**config.mk**
```make
export PLATFORM = sky130hd
export DESIGN_NAME = start_ctrl_multi
export DESIGN_NICKNAME = d
export VERILOG_FILES = /design/src/rtl/start_ctrl_multi.sv
export SDC_FILE = /design/constraint.sdc
export NUM_CORES = 1
export LEC_CHECK = 0
export BUFFER_PORTS_ARGS = -buffer_cell sky130_fd_sc_hd__buf_2
export CORE_MARGIN = 2
export CORE_UTILIZATION = 40
export DETAILED_ROUTE_END_ITERATION = 12
export GPL_ROUTABILITY_DRIVEN = 0
export GPL_TIMING_DRIVEN = 0
export SETUP_SLACK_MARGIN = 0.15
export SLEW_MARGIN = 5
export SYNTH_ARGS = -nofsm -noshare
export SYNTH_HDL_FRONTEND = slang
export SYNTH_SLANG_ARGS = --single-unit
```
**constraint.sdc**
```tcl
create_clock -name st_clk -period 2.6 [get_ports st_clk]
set_input_delay 0.13 -clock st_clk [delete_from_list [all_inputs] [get_ports st_clk]]
set_output_delay 0.13 -clock st_clk [all_outputs]
set_load 0.02 [all_outputs]
```
**src/rtl/start_ctrl_multi.sv**
```systemverilog
// start_ctrl_multi: run-start controller for the multichannel generator.
// It collects start requests from the button, the PC link and the electro-light input.
// It holds st_o high for one run. A run ends when every enabled channel has ended
// and a hold-off has elapsed, or when the optional RUN watchdog expires.
module start_ctrl_multi #(
  parameter int N_CH        = 16,
  parameter int HOLD_CYCLES = 100000000,
  parameter int HOLD_W      = 27,
  parameter int DEB_CYCLES  = 500000,
  parameter int DEB_W       = 19,
  parameter int TMO_CYCLES  = 0,
  parameter int TMO_W       = 32
) (
  input  logic            st_clk,
  input  logic            st_rst_n,
  input  logic            st_button,
  input  logic            PC_start,
  input  logic            st_ellight,
  input  logic [N_CH-1:0] ch_mask,
  input  logic [N_CH-1:0] end_flg,
  output logic            st_o,
  output logic            st_busy,
  output logic            done_pulse,
  output logic            tmo_pulse,
  output logic [15:0]     run_cnt
);

  typedef enum logic [1:0] {IDLE, RUN, HOLD} state_t;

  localparam logic [HOLD_W-1:0] HOLD_LAST = (HOLD_CYCLES <= 1) ? '0 : HOLD_W'(HOLD_CYCLES - 1);
  localparam logic [TMO_W-1:0]  TMO_LAST  = (TMO_CYCLES <= 1) ? '0 : TMO_W'(TMO_CYCLES - 1);
  localparam logic [DEB_W-1:0]  DEB_MAX   = DEB_W'(DEB_CYCLES);
  localparam bit                TMO_EN    = (TMO_CYCLES != 0);

  // Reset assertion takes effect at once, and reset release is retimed to st_clk
  logic [1:0] rst_sync_reg;
  logic       rst_n_int;

  // Reset release synchroniser
  always_ff @(posedge st_clk or negedge st_rst_n) begin
    if (!st_rst_n) rst_sync_reg <= 2'b00;
    else           rst_sync_reg <= {rst_sync_reg[0], 1'b1};
  end
  assign rst_n_int = rst_sync_reg[1];

  // Bit 0 is the button, which idles high, so its synchroniser resets to 1
  logic [2:0] raw_in;
  logic [2:0] sync_val;
  assign raw_in = {st_ellight, PC_start, st_button};

  genvar gi;
  generate
    for (gi = 0; gi < 3; gi++) begin : g_sync
      localparam logic RST_VAL = (gi == 0);
      logic s1_reg, s2_reg;
      // Two-flop synchroniser for one asynchronous input
      always_ff @(posedge st_clk or negedge rst_n_int) begin
        if (!rst_n_int) begin
          s1_reg <= RST_VAL;
          s2_reg <= RST_VAL;
        end else begin
          s1_reg <= raw_in[gi];
          s2_reg <= s1_reg;
        end
      end
      assign sync_val[gi] = s2_reg;
    end
  endgenerate

  logic             btn_sync;
  logic [DEB_W-1:0] deb_cnt_reg;
  logic             pressed;
  logic             pressed_d_reg;
  logic [2:1]       lvl_d_reg;
  logic             start_req_reg;

  assign btn_sync = sync_val[0];
  // A press is active only while the button still reads low
  assign pressed  = (deb_cnt_reg == DEB_MAX) && !btn_sync;

  // Debounce: count low cycles, saturate at the threshold, clear on any high
  always_ff @(posedge st_clk or negedge rst_n_int) begin
    if (!rst_n_int)             deb_cnt_reg <= '0;
    else if (btn_sync)          deb_cnt_reg <= '0;
    else if (deb_cnt_reg != DEB_MAX) deb_cnt_reg <= deb_cnt_reg + DEB_W'(1);
  end

  // Rising-edge detection, merged into one registered start request
  always_ff @(posedge st_clk or negedge rst_n_int) begin
    if (!rst_n_int) begin
      pressed_d_reg <= 1'b0;
      lvl_d_reg     <= '0;
      start_req_reg <= 1'b0;
    end else begin
      pressed_d_reg <= pressed;
      lvl_d_reg     <= sync_val[2:1];
      start_req_reg <= (pressed & ~pressed_d_reg) | |(sync_val[2:1] & ~lvl_d_reg);
    end
  end

  state_t            state_reg;
  logic [N_CH-1:0]   act_mask_reg;
  logic [HOLD_W-1:0] hold_cnt_reg;
  logic [TMO_W-1:0]  wdog_reg;
  logic              all_done;

  assign all_done = &(end_flg | ~act_mask_reg);

  // Run FSM with registered outputs; all_done takes priority over the watchdog
  always_ff @(posedge st_clk or negedge rst_n_int) begin
    if (!rst_n_int) begin
      state_reg    <= IDLE;
      act_mask_reg <= '0;
      hold_cnt_reg <= '0;
      wdog_reg     <= '0;
      run_cnt      <= '0;
      st_o         <= 1'b0;
      st_busy      <= 1'b0;
      done_pulse   <= 1'b0;
      tmo_pulse    <= 1'b0;
    end else begin
      done_pulse <= 1'b0;
      tmo_pulse  <= 1'b0;
      case (state_reg)
        IDLE: begin
          if (start_req_reg && (ch_mask != '0)) begin
            act_mask_reg <= ch_mask;
            run_cnt      <= run_cnt + 16'd1;
            wdog_reg     <= '0;
            hold_cnt_reg <= '0;
            state_reg    <= RUN;
            st_o         <= 1'b1;
            st_busy      <= 1'b1;
          end
        end
        RUN: begin
          if (all_done) begin
            hold_cnt_reg <= '0;
            state_reg    <= HOLD;
          end else if (TMO_EN && (wdog_reg == TMO_LAST)) begin
            state_reg <= IDLE;
            st_o      <= 1'b0;
            st_busy   <= 1'b0;
            tmo_pulse <= 1'b1;
          end else begin
            wdog_reg <= wdog_reg + TMO_W'(1);
          end
        end
        HOLD: begin
          // The hold-off pauses, rather than restarts, while all_done is low
          if (all_done) begin
            if (hold_cnt_reg == HOLD_LAST) begin
              hold_cnt_reg <= '0;
              state_reg    <= IDLE;
              st_o         <= 1'b0;
              st_busy      <= 1'b0;
              done_pulse   <= 1'b1;
            end else begin
              hold_cnt_reg <= hold_cnt_reg + HOLD_W'(1);
            end
          end
        end
        default: begin
          state_reg <= IDLE;
          st_o      <= 1'b0;
          st_busy   <= 1'b0;
        end
      endcase
    end
  end

endmodule

```
==> reports/metrics.cfg <==
[synthesis]
yosysWarnings=0
yosysUniqueCellTypes=44
synth_top_area_cell=dfrtp_1
synth.area.top_cells=dfrtp_1, nor2_1, o21ai_0, xor2_1, mux2_2
synth-edff-count=0
synth-seq-area-share=0.521
syn_area_um2=4520
synth_fp_nets=482
synth_flop_cell=dfrtp_1
syn_inst=441
ys_seq_elements=94
synth_top_cell_area_share=0.510
async_reset_ff_frac=1.00
syn_area_per_cell_um2=10.2

[placement]
place_hpwl_mm=6.70
placed_cell_area_um2=5000
portBuffers=55
dp.cells=637

[drt]
vias=3513
via_per_inst=5.36
drc=0
avgRoutedWirePerCell_um=14.7
drt_iter0_markers=153
ant_nets=0
wl_mm=9.62
firstDrtPassIters=4

[finish]
final_area_um2=5390
area_delta_synth_final_pct=19.4
drive_gt1_frac=0.203
mostFrequentLayoutCells=dfrtp_1, buf_2, nor2_1
largest_reg_flops=27
fillers=1028
diodes=0
final_cell_count_no_fill=656
final_common_cell=dfrtp_1
final_nets=553

[timing]
setup_tns_ns=0
min_period_ns=2.32
timing.final.crit_share=0.894
rsz0062_at_grt=yes
slew_headroom=0.663
tightestPinTransition_ns=0.506
finalHoldViolCount=0
fmax_mhz=430
clock_skew_ns=0.00705
setup_viol=0
finalMaxSlewViolations=0

[setup_path]
critical_path_buf_inv_count=3
path_delay_family=simple AND/OR/NAND/NOR gates
path_cells=ha_1 > and4_1 > clkbuf_1 > nand4_1 > nor2_1 > or3b_1 > buf_6 > buf_6 > o41ai_2
slowest_stage=dfrtp_1
r2r_setup_slack_ns=0.28
cpPeakStageDelay_ns=0.42
crit_top_cell=buf_6
end_kind=flop
required_ns=2.82
critPathMaxFanout=10
worst-setup-path-type=flop to flop
arrival_ns=2.55
startpoint_type=flop

[cts]
cts_tree=yes
ctsRootBufferMaster=clkbuf_16
path_clk_slew_ns=0.06
h-tree-depth=3
clockBufferDepth=2
numClockSinks=94
clk-insertion-delay-late_ns=0.34
cts_setup_buffers=0
cts-buffers-inserted=9

[die]
initial_core_util=0.413
die_w_um=110
die_area_um2=12200
rows=38
die_h_um=110
ios=57
fp.coreArea_um2=10900

[min_path]
holdCritPathClass=input port to flop

[power]
powerDensity_nw_per_um2=725
comb_power_share=0.160
seqPwrFrac=0.461
leakagePower_nw=2.42
vdd_drop_max_mv=0.457
switchingPower_mw=1.01
intPower_mw=2.90
clockPowerShare=0.380
p_sw_frac=0.259

[global_routing]
gr-total-overflow=0
grt_pass1_wl_mm=16.3
grt_max_degree=63
track_usage=0.174
grt_pass1_vias=3414
antenna_found_initial=0

[flow_run]
max_cap_violations=0

[run_status]
outcome=complete, no violations

## power by group through the flow
stage,clock [mW],sequential (mW),combinational (mW)
after floorplan,0,1.86,0.379
final,1.48,1.80,0.624
after global placement,0,1.84,0.588
after detailed placement,0,1.83,0.628
after global routing,1.59,1.83,0.704
after CTS,1.52,1.80,0.635
## tightest hold or removal path, delay by kind of cell
kind,cells,cell delay [ns]
buffers and inverters,1,0.09
AO/OA/AOI/OAI,1,0.06
AND/OR/NAND/NOR,1,0.04
## repair_timing
item	4_1_cts	5_1_grt
resized for setup	0	5
hold buffers	4	0
setup endpoints to repair	0	9
hold endpoints to repair	5	0
## worst paths after layout
kind | from | endpoint | cells past startpoint
min | ch_mask[10] | act_mask_reg[10] | 3
min reg2reg | rst_sync_reg[1] | lvl_d_reg[2] | 0
max in group asynchronous | rst_sync_reg[1] | hold_cnt_reg[5] | 1
max reg2reg | hold_cnt_reg[0] | hold_cnt_reg[20] | 9
min in group asynchronous | st_rst_n | rst_sync_reg[1] | 2
max | hold_cnt_reg[0] | hold_cnt_reg[20] | 9
## per-stage QoR
step                      hold slack, ns  power (mW)   util  setup slack [ns]
final                            0.00882        3.91  0.493             0.276
after global placement           -0.0843        2.43  0.454             0.227
after detailed placement         -0.0820        2.46  0.457             0.256
after CTS                        0.00101        3.96  0.492             0.289
after global routing              0.0224        4.13  0.493             0.137
after floorplan                   -0.166        2.24      -             0.544
## synthesized netlist by cell type, types with 3 or more instances
cell / n
a31oi_1: 5
nand2b_1: 17
nor3_1: 5
buf_6: 3
and3_1: 13
xor2_1: 19
o41ai_2: 3
o31ai_1: 15
nand2_1: 34
nor2_1: 50
clkbuf_1: 8
and4_1: 3
o41ai_1: 4
inv_1: 13
nand4_1: 16
ha_1: 4
o2111ai_1: 3
nor4b_1: 4
nand3_1: 17
and2_1: 4
mux2_2: 13
dfrtp_1: 92
a21oi_1: 10
buf_2: 4
o21ai_0: 35
nor2b_1: 5
nor4_1: 6
xnor2_1: 15
## per-layer routing
layer,track usage,wire [um]
met2,0.283,4400
met4,0.0536,123
met1,0.232,4660
met3,0.0364,441
met5,0,0
## cell type report
type / count / area, um^2 / area share
sequential: 94 / 2360 / 0.437
multi-input combinational: 317 / 2030 / 0.376
timing repair buffer: 60 / 343 / 0.0636
clock buffer: 11 / 243 / 0.0450
tap: 140 / 175 / 0.0325
buffer: 17 / 103 / 0.0190
clock inverter: 4 / 95.1 / 0.0176
inverter: 13 / 48.8 / 0.00905
## cell families after synthesis
logic type	share of synthesized area
flip-flops	0.521
XOR/XNOR	0.0659
AO/OA/AOI/OAI	0.116
buffers and inverters	0.0327
multiplexers	0.0324
AND/OR/NAND/NOR	0.219
adder cells (fa/ha/maj)	0.0111
other	0.00166
Note: power is estimated with default switching activity, not from simulation.
